**src/rtl/demux2_buf_fifo2.sv**
```systemverilog
// fifo2: two-entry synchronous FIFO with registered storage and head output.
// Pointers are one bit wide and wrap naturally modulo the depth.
module fifo2 #(
  parameter int unsigned WIDTH = 16
) (
  input  logic             clk,
  input  logic             reset,
  input  logic             push,
  input  logic             pop,
  input  logic [WIDTH-1:0] wdata,
  output logic             full,
  output logic             empty,
  output logic [WIDTH-1:0] head
);
  localparam int unsigned DEPTH = 2;
  localparam int unsigned PTR_W = 1;
  localparam int unsigned CNT_W = 2;

  logic [WIDTH-1:0] mem [DEPTH];
  logic [PTR_W-1:0] wr_ptr;
  logic [PTR_W-1:0] rd_ptr;
  logic [CNT_W-1:0] count;
  logic             do_push;
  logic             do_pop;

  assign full    = (count == CNT_W'(DEPTH));
  assign empty   = (count == '0);
  assign head    = mem[rd_ptr];
  assign do_push = push && !full;
  assign do_pop  = pop && !empty;

  always_ff @(posedge clk) begin
    if (reset) begin
      wr_ptr <= '0;
      rd_ptr <= '0;
      count  <= '0;
      for (int unsigned i = 0; i < DEPTH; i++) mem[i] <= '0;
    end else begin
      if (do_push) begin
        mem[wr_ptr] <= wdata;
        wr_ptr      <= wr_ptr + 1'b1;
      end
      if (do_pop) rd_ptr <= rd_ptr + 1'b1;
      // push and pop together leave the occupancy unchanged
      case ({do_push, do_pop})
        2'b10:   count <= count + 1'b1;
        2'b01:   count <= count - 1'b1;
        default: count <= count;
      endcase
    end
  end
endmodule

```
**src/rtl/demux2_buf.sv**
```systemverilog
// demux2_buf: routes a single word stream to one of two buffered output ports.
// in_ready depends only on in_sel and the selected FIFO's fill state.
module demux2_buf #(
  parameter int unsigned WIDTH = 16
) (
  input  logic             clk,
  input  logic             reset,
  input  logic [WIDTH-1:0] in_data,
  input  logic             in_sel,
  input  logic             in_valid,
  output logic             in_ready,
  output logic [WIDTH-1:0] out0_data,
  output logic             out0_valid,
  input  logic             out0_ready,
  output logic [WIDTH-1:0] out1_data,
  output logic             out1_valid,
  input  logic             out1_ready
);
  logic full0, full1;
  logic empty0, empty1;
  logic push0, push1;
  logic pop0, pop1;

  assign in_ready   = in_sel ? !full1 : !full0;
  assign push0      = in_valid && in_ready && !in_sel;
  assign push1      = in_valid && in_ready && in_sel;
  assign out0_valid = !empty0;
  assign out1_valid = !empty1;
  assign pop0       = out0_valid && out0_ready;
  assign pop1       = out1_valid && out1_ready;

  fifo2 #(.WIDTH(WIDTH)) u_fifo0 (
    .clk   (clk),
    .reset (reset),
    .push  (push0),
    .pop   (pop0),
    .wdata (in_data),
    .full  (full0),
    .empty (empty0),
    .head  (out0_data)
  );

  fifo2 #(.WIDTH(WIDTH)) u_fifo1 (
    .clk   (clk),
    .reset (reset),
    .push  (push1),
    .pop   (pop1),
    .wdata (in_data),
    .full  (full1),
    .empty (empty1),
    .head  (out1_data)
  );
endmodule

```
**config.mk**
```make
export PLATFORM = sky130hd
export DESIGN_NAME = demux2_buf
export DESIGN_NICKNAME = d
export VERILOG_FILES = /design/src/rtl/demux2_buf_fifo2.sv /design/src/rtl/demux2_buf.sv
export SDC_FILE = /design/constraint.sdc
export NUM_CORES = 1
export LEC_CHECK = 0
export BUFFER_PORTS_ARGS = -buffer_cell sky130_fd_sc_hd__buf_4
export CAP_MARGIN = 20
export CORE_MARGIN = 2
export CORE_UTILIZATION = 40
export DETAILED_ROUTE_END_ITERATION = 10
export GPL_TIMING_DRIVEN = 0
export PLACE_DENSITY_LB_ADDON = 0.05
export REMOVE_ABC_BUFFERS = 1
export SETUP_SLACK_MARGIN = 0.05
export SLEW_MARGIN = 20
export SYNTH_ARGS = -nofsm -noshare
export SYNTH_HDL_FRONTEND = slang
export SYNTH_SLANG_ARGS = --single-unit
```
**constraint.sdc**
```tcl
create_clock -name clk -period 2.9 [get_ports clk]
set_input_delay 0 -clock clk [delete_from_list [all_inputs] [get_ports clk]]
set_output_delay 0 -clock clk [all_outputs]
set_load 0.02 [all_outputs]
```
==> impl_metrics.json, run 1 <==
{
  "critical-path-top-delay-family": "simple AND/OR/NAND/NOR gates",
  "synth-warning-count": 0,
  "min_period_ps": 2220,
  "grt_pass1_vias": 1958,
  "dr.pass1.iters": 4,
  "core_um2": 8090,
  "worstSetupStartpointType": "flip-flop",
  "max_slew.worst_pin.slew_ps": 955,
  "fin_cells": 408,
  "cts.path.max_buffers": 2,
  "rsz0062_at_grt": "no",
  "cts_tree": "yes",
  "leakage_nw": 1.70,
  "grt_antenna_before_repair": 0,
  "synthDistinctLibCells": 27,
  "grt_max_degree": 18,
  "grt_pass1_wl_um": 9800,
  "reg2reg_slack_ps": 680,
  "reg2reg_to": "u_fifo0.mem[1][14]",
  "worstPathRequired_ps": 2890,
  "crit_buf_inv": 0,
  "die_w_um": 94.6,
  "syn2layout_area_growth_pct": 28.8,
  "relSlewSlack_pct": 36.1,
  "grtUsageTotal_pct": 15.0,
  "syn_inst": 221,
  "setup_ws_ps": 680,
  "routed-via-count": 1914,
  "final-hold-violation-count": 0,
  "antenna_cells": 0,
  "initial_utilization_pct": 40.6,
  "crit_type": "flip-flop to flip-flop",
  "fin_total_pwr_w": 0.00317,
  "avgSynthCellArea_um2": 14.9,
  "slowest_delay_ps": 790,
  "routedWlPerCell_um": 15.2,
  "hold_class": "input port to flip-flop",
  "drive_gt1_share_pct": 38.6,
  "fin_nets": 322,
  "die_area_um2": 8950,
  "nFillCells": 715,
  "synth_area_leader_cell": "edfxtp_1",
  "drt_iter0_markers": 75,
  "drt_wl_total_um": 6220,
  "root_buffer": "clkbuf_8",
  "synthTopCellsByArea": "edfxtp_1 (59%), and2_1 (12%), mux2_2 (11%), dfxtp_1 (6.1%), nor4b_4 (1.4%)",
  "yosysTopAreaCellShare_pct": 58.5,
  "hpwl_um": 3870,
  "cp-end-kind": "flip-flop",
  "ys_seq_elements": 74,
  "slowest_stage": "nor4b_4",
  "maxCapViolCount": 0,
  "clk_pin_slew_worst_paths_ps": 70,
  "finalSetupTns_ps": 0,
  "setup_viol": 0,
  "drc": 0,
  "max-vdd-ir-drop_v": 0.000421,
  "grt_overflow": 0,
  "ant_nets": 0,
  "min_period_over_period_pct": 76.5,
  "rows": 33,
  "ys_seq_area_share_pct": 64.6,
  "finClkSkew_ps": 4.67,
  "dpl.cell_count": 375,
  "port-buffer-count": 56,
  "io_pins": 57,
  "final_area_um2": 4230,
  "max_freq_ghz": 0.451,
  "cts.sinks": 74,
  "place_congestion": 0.647,
  "slew_viol_final": 0,
  "worst-path-max-fanout": 17,
  "die_h_um": 94.6,
  "hold_end": "u_fifo1.rd_ptr",
  "hp-start": "out1_ready",
  "status": "completed",
  "cts_htree_levels": 3,
  "hold_path_depth": 4,
  "cts_buffers": 9,
  "netlist_area_um2": 3280,
  "cp.arrival_ps": 2210,
  "cp_cell_sequence": "nor2b_2 -> nor4b_4 -> or2_2",
  "clock_latency_ps": 330,
  "power.density_nw_per_um2": 750,
  "r2r_start": "u_fifo0.count[0]",
  "viasPerCell": 4.69,
  "place_area_um2": 3830,
  "rr_worst_depth": 3,
  "pre_cts_slack_ps": 641
}
synth_stat cells:
master,n
and2_1,64
and4bb_2,1
nand2b_4,1
buf_2,4
or3_1,2
ha_1,2
xnor2_1,4
buf_4,2
clkbuf_1,3
mux2i_1,1
o21bai_1,2
nor2b_2,2
nor2b_1,2
nor4_4,1
dfxtp_1,10
or3b_1,1
edfxtp_1,64
nand3b_1,1
mux2_2,32
o21a_1,2
or2_2,4
o21ai_0,2
nor2_1,6
a21oi_1,2
a21o_1,2
xor2_1,2
nor4b_4,2
report_power, final:
part | switching (W) | leakage (nW) | internal (W) | total (W)
Clock | 0.000359 | 0.118 | 0.000563 | 0.000922
Combinational | 0.000409 | 0.834 | 0.000444 | 0.000853
Sequential | 0.000121 | 0.752 | 0.00128 | 0.00140
what timing repair did:
action,4_1_cts,5_1_grt
hold buffers,17,0
gates resized for setup,0,0
endpoints found under the hold margin,72,0
setup buffers,0,0
how the worst max path moves through the flow:
stage | start | to | slack (ps) | cells after the start
global placement | u_fifo0.count[0] | u_fifo0.mem[0][7] | 170 | 3
finish | u_fifo0.count[0] | u_fifo0.mem[1][14] | 680 | 3
floorplan | u_fifo0.count[1] | u_fifo0.mem[0][0] | 800 | 3
CTS | u_fifo0.count[0] | u_fifo0.mem[1][15] | 630 | 3
detailed placement | u_fifo0.count[0] | u_fifo0.mem[1][7] | 640 | 3
global route | u_fifo0.count[0] | u_fifo0.mem[1][3] | 460 | 3
worst reg2reg max path: cells and delay by family, from the launching register on:
kind	cells	cell delay, ps
and+or+nand+nor	3	1440
DFF	1	430
layout by cell type, fill, tap and decap left out, types with 2 or more instances in the layout:
cell           netlist  layout
clkinv_2             0       2
buf_8                0       2
xnor2_1              4       4
or2_2                4       4
nor2b_2              2       2
dlygate4sd3_1        0      17
and2_1              64      64
edfxtp_1            64      64
clkinv_1             0       2
buf_4                2      56
or3_1                2       2
clkbuf_8             0       9
o21ai_0              2       2
dfxtp_1             10      10
ha_1                 2       2
o21bai_2             0       2
xor2_1               2       2
nor2_1               6       6
nor2b_1              2       2
o21a_1               2       2
a21o_1               2       2
bufinv_16            0       3
nor4b_4              2       2
mux2_2              32      32
a21oi_1              2       2
cell families after synthesis:
| kind of cell | count (synthesis) | share of synthesized area [%] |
|---|---|---|
| AND/OR/NAND/NOR | 87 | 18.3 |
| flip-flops | 74 | 64.6 |
| XOR/XNOR | 6 | 1.60 |
| buffers and inverters | 9 | 1.41 |
| multiplexers | 33 | 11.3 |
| AO/OA/AOI/OAI | 10 | 1.98 |
| adder cells (fa/ha/maj) | 2 | 0.762 |
metrics by stage:
stage	utilization, %	hold slack, ps
floorplan	-	69.1
CTS	52.2	81.4
global route	52.2	101
global placement	46.8	290
detailed placement	47.3	293
finish	52.2	91.2
area by class of cell:
| class | instances | area [um^2] | area share, % |
|---|---|---|---|
| clock inverter | 7 | 108 | 2.55 |
| tap | 105 | 131 | 3.11 |
| timing repair buffer | 75 | 621 | 14.7 |
| clock buffer | 9 | 124 | 2.93 |
| sequential | 74 | 2120 | 50.2 |
| multi-input combinational | 138 | 1120 | 26.5 |
sequential cells by signal (all words and copies together) (netlist names), named ones only:
register,flops
u_fifo0.count,2
u_fifo1.count,2
u_fifo1.wr_ptr,1
u_fifo1.rd_ptr,1
u_fifo1.mem,32
u_fifo0.rd_ptr,1
u_fifo0.mem,32
u_fifo0.wr_ptr,1
routing by layer:
layer  up-vias  wire length (um)  track usage (%)
met1       933              2680             17.7
met4         0                69             5.07
met5         -                 0                0
li1        939                 -                -
met2        35              3230             26.7
met3         7               238             3.43
Note: power is estimated with default switching activity, not from simulation.
==> inputs of run 2 (changes only) <==
Clock period 2.9 ns to 2 ns, I/O delays scaled along.
==> run 2 against run 1 <==
  * Critical path depth increased by 2
  * Routed wire length is 1.1% higher
  * First-iteration DRC count rose by 5.3%
  * Combinational power grew 45%
  * Cell count is 0.25% higher
  * Count of clock-buffer cells in the layout stayed put
  * Largest power group unchanged
  * Critical path type unchanged
  * Clock power increased by 45%
==> impl_metrics.json, run 2 (synthesis gave the netlist of run 1 again) <==
{
  "die_h_um": 94.6,
  "slowest_delay_ps": 420,
  "setup_viol": 0,
  "clock_latency_ps": 330,
  "cp_cell_sequence": "nor2b_2 -> or3b_1 -> ha_1 -> or3_1 -> a21oi_1",
  "worstSetupStartpointType": "flip-flop",
  "status": "completed",
  "relSlewSlack_pct": 36.9,
  "setup_ws_ps": 151,
  "clk_pin_slew_worst_paths_ps": 80,
  "rows": 33,
  "max_freq_ghz": 0.541,
  "min_period_over_period_pct": 92.5,
  "slowest_stage": "or3b_1",
  "core_um2": 8090,
  "power.density_nw_per_um2": 1080,
  "final-hold-violation-count": 0,
  "min_period_ps": 1850,
  "root_buffer": "clkbuf_8",
  "pre_cts_slack_ps": -259,
  "cts.path.max_buffers": 2,
  "antenna_cells": 0,
  "max_slew.worst_pin.slew_ps": 943,
  "grt_antenna_before_repair": 0,
  "die_w_um": 94.6,
  "max-vdd-ir-drop_v": 0.000609,
  "crit_buf_inv": 0,
  "io_pins": 57,
  "drt_wl_total_um": 6290,
  "cts_htree_levels": 3,
  "routedWlPerCell_um": 15.4,
  "viasPerCell": 4.68,
  "grt_max_degree": 18,
  "syn2layout_area_growth_pct": 29.2,
  "drive_gt1_share_pct": 39.1,
  "dpl.cell_count": 375,
  "cts_tree": "yes",
  "initial_utilization_pct": 40.6,
  "hpwl_um": 3870,
  "cts.sinks": 74,
  "maxCapViolCount": 0,
  "ant_nets": 0,
  "fin_total_pwr_w": 0.00460,
  "drt_iter0_markers": 79,
  "grtUsageTotal_pct": 15.0,
  "hold_class": "input port to flip-flop",
  "fin_nets": 323,
  "fin_cells": 409,
  "finClkSkew_ps": 6.70,
  "leakage_nw": 1.71,
  "cp-end-kind": "flip-flop",
  "place_congestion": 0.647,
  "dr.pass1.iters": 4,
  "hold_slack_ps": 88.8,
  "port-buffer-count": 56,
  "grt_pass1_vias": 1970,
  "grt_overflow": 0,
  "rsz0062_at_grt": "no",
  "slew_viol_final": 0,
  "grt_pass1_wl_um": 9820,
  "die_area_um2": 8950,
  "top_regs": "u_fifo0.mem: 32 flops, u_fifo1.mem: 32 flops",
  "drc": 0,
  "cp.arrival_ps": 2120,
  "worstPathRequired_ps": 2270,
  "critical-path-top-delay-family": "simple AND/OR/NAND/NOR gates",
  "worst-path-max-fanout": 5,
  "final_cell_mix": "and2_1 (64), edfxtp_1 (64), buf_4 (57), mux2_2 (32), dlygate4sd3_1 (17)",
  "routed-via-count": 1916,
  "cts_buffers": 9,
  "crit_type": "flip-flop to flip-flop"
}
-- run 2: cell types whose count changed in the layout (fill, tap and decap cells not counted) --
cell | previous run | this run
and4bb_2 | 1 | 0
and4bb_4 | 0 | 1
buf_4 | 56 | 57
dfxtp_1 | 10 | 9
dfxtp_2 | 0 | 1
or2_2 | 4 | 3
or2_4 | 0 | 1
-- run 2: worst paths after layout --
check                                      start                to  slack (ps)  cells after the start
worst max-delay path            u_fifo0.count[1]  u_fifo0.count[1]         150                      5
worst min-delay path                  out1_ready    u_fifo1.rd_ptr          90                      4
worst max register to register  u_fifo0.count[1]  u_fifo0.count[1]         150                      5
worst min register to register  u_fifo0.count[1]  u_fifo0.count[1]         510                      2
-- run 2: through the flow --
step | utilization (%) | instance area [um^2] | TNS, ps
finish | 52.4 | 4240 | 0
global route | 52.4 | 4240 | 0
CTS | 52.4 | 4240 | 0
detailed placement | 47.3 | 3830 | -4140
global placement | 46.8 | 3790 | -25920
floorplan | - | 3240 | -1570
-- run 2: what timing repair did --
| item | in CTS | in global routing |
|---|---|---|
| endpoints found under the setup margin | 32 | 5 |
| hold buffers | 17 | 0 |
| endpoints found under the hold margin | 72 | 0 |
| gates resized for setup | 1 | 2 |
| buffers inserted | 1 | 0 |
| pin swaps | 1 | 0 |
| gates cloned | 0 | 0 |
-- run 2: routing by layer --
layer / up-vias / routed length [um] / track usage [%]
li1: 940 / - / -
met1: 933 / 2740 / 17.7
met2: 37 / 3230 / 26.9
met3: 6 / 245 / 3.43
met4: 0 / 67 / 5.07
met5: - / 0 / 0
-- run 2: layout make-up --
cell class	count	area (um^2)
Clock buffer	9	124
Tap cell	105	131
Multi-Input combinational cell	138	1130
Sequential cell	74	2120
Clock inverter	7	108
Timing Repair Buffer	76	628
Fill cell	717	3850
-- run 2: power breakdown --
| group | total [W] | leakage, nW | switching (W) | internal [W] |
|---|---|---|---|---|
| Clock | 0.00134 | 0.118 | 0.000523 | 0.000816 |
| Sequential | 0.00203 | 0.753 | 0.000175 | 0.00185 |
| Combinational | 0.00124 | 0.839 | 0.000593 | 0.000645 |
-- run 2: tightest hold or removal path, cell delays in order --
cell	delay [ps]
buf_4	80
o21a_1	150
xnor2_1	90
nor2_1	70
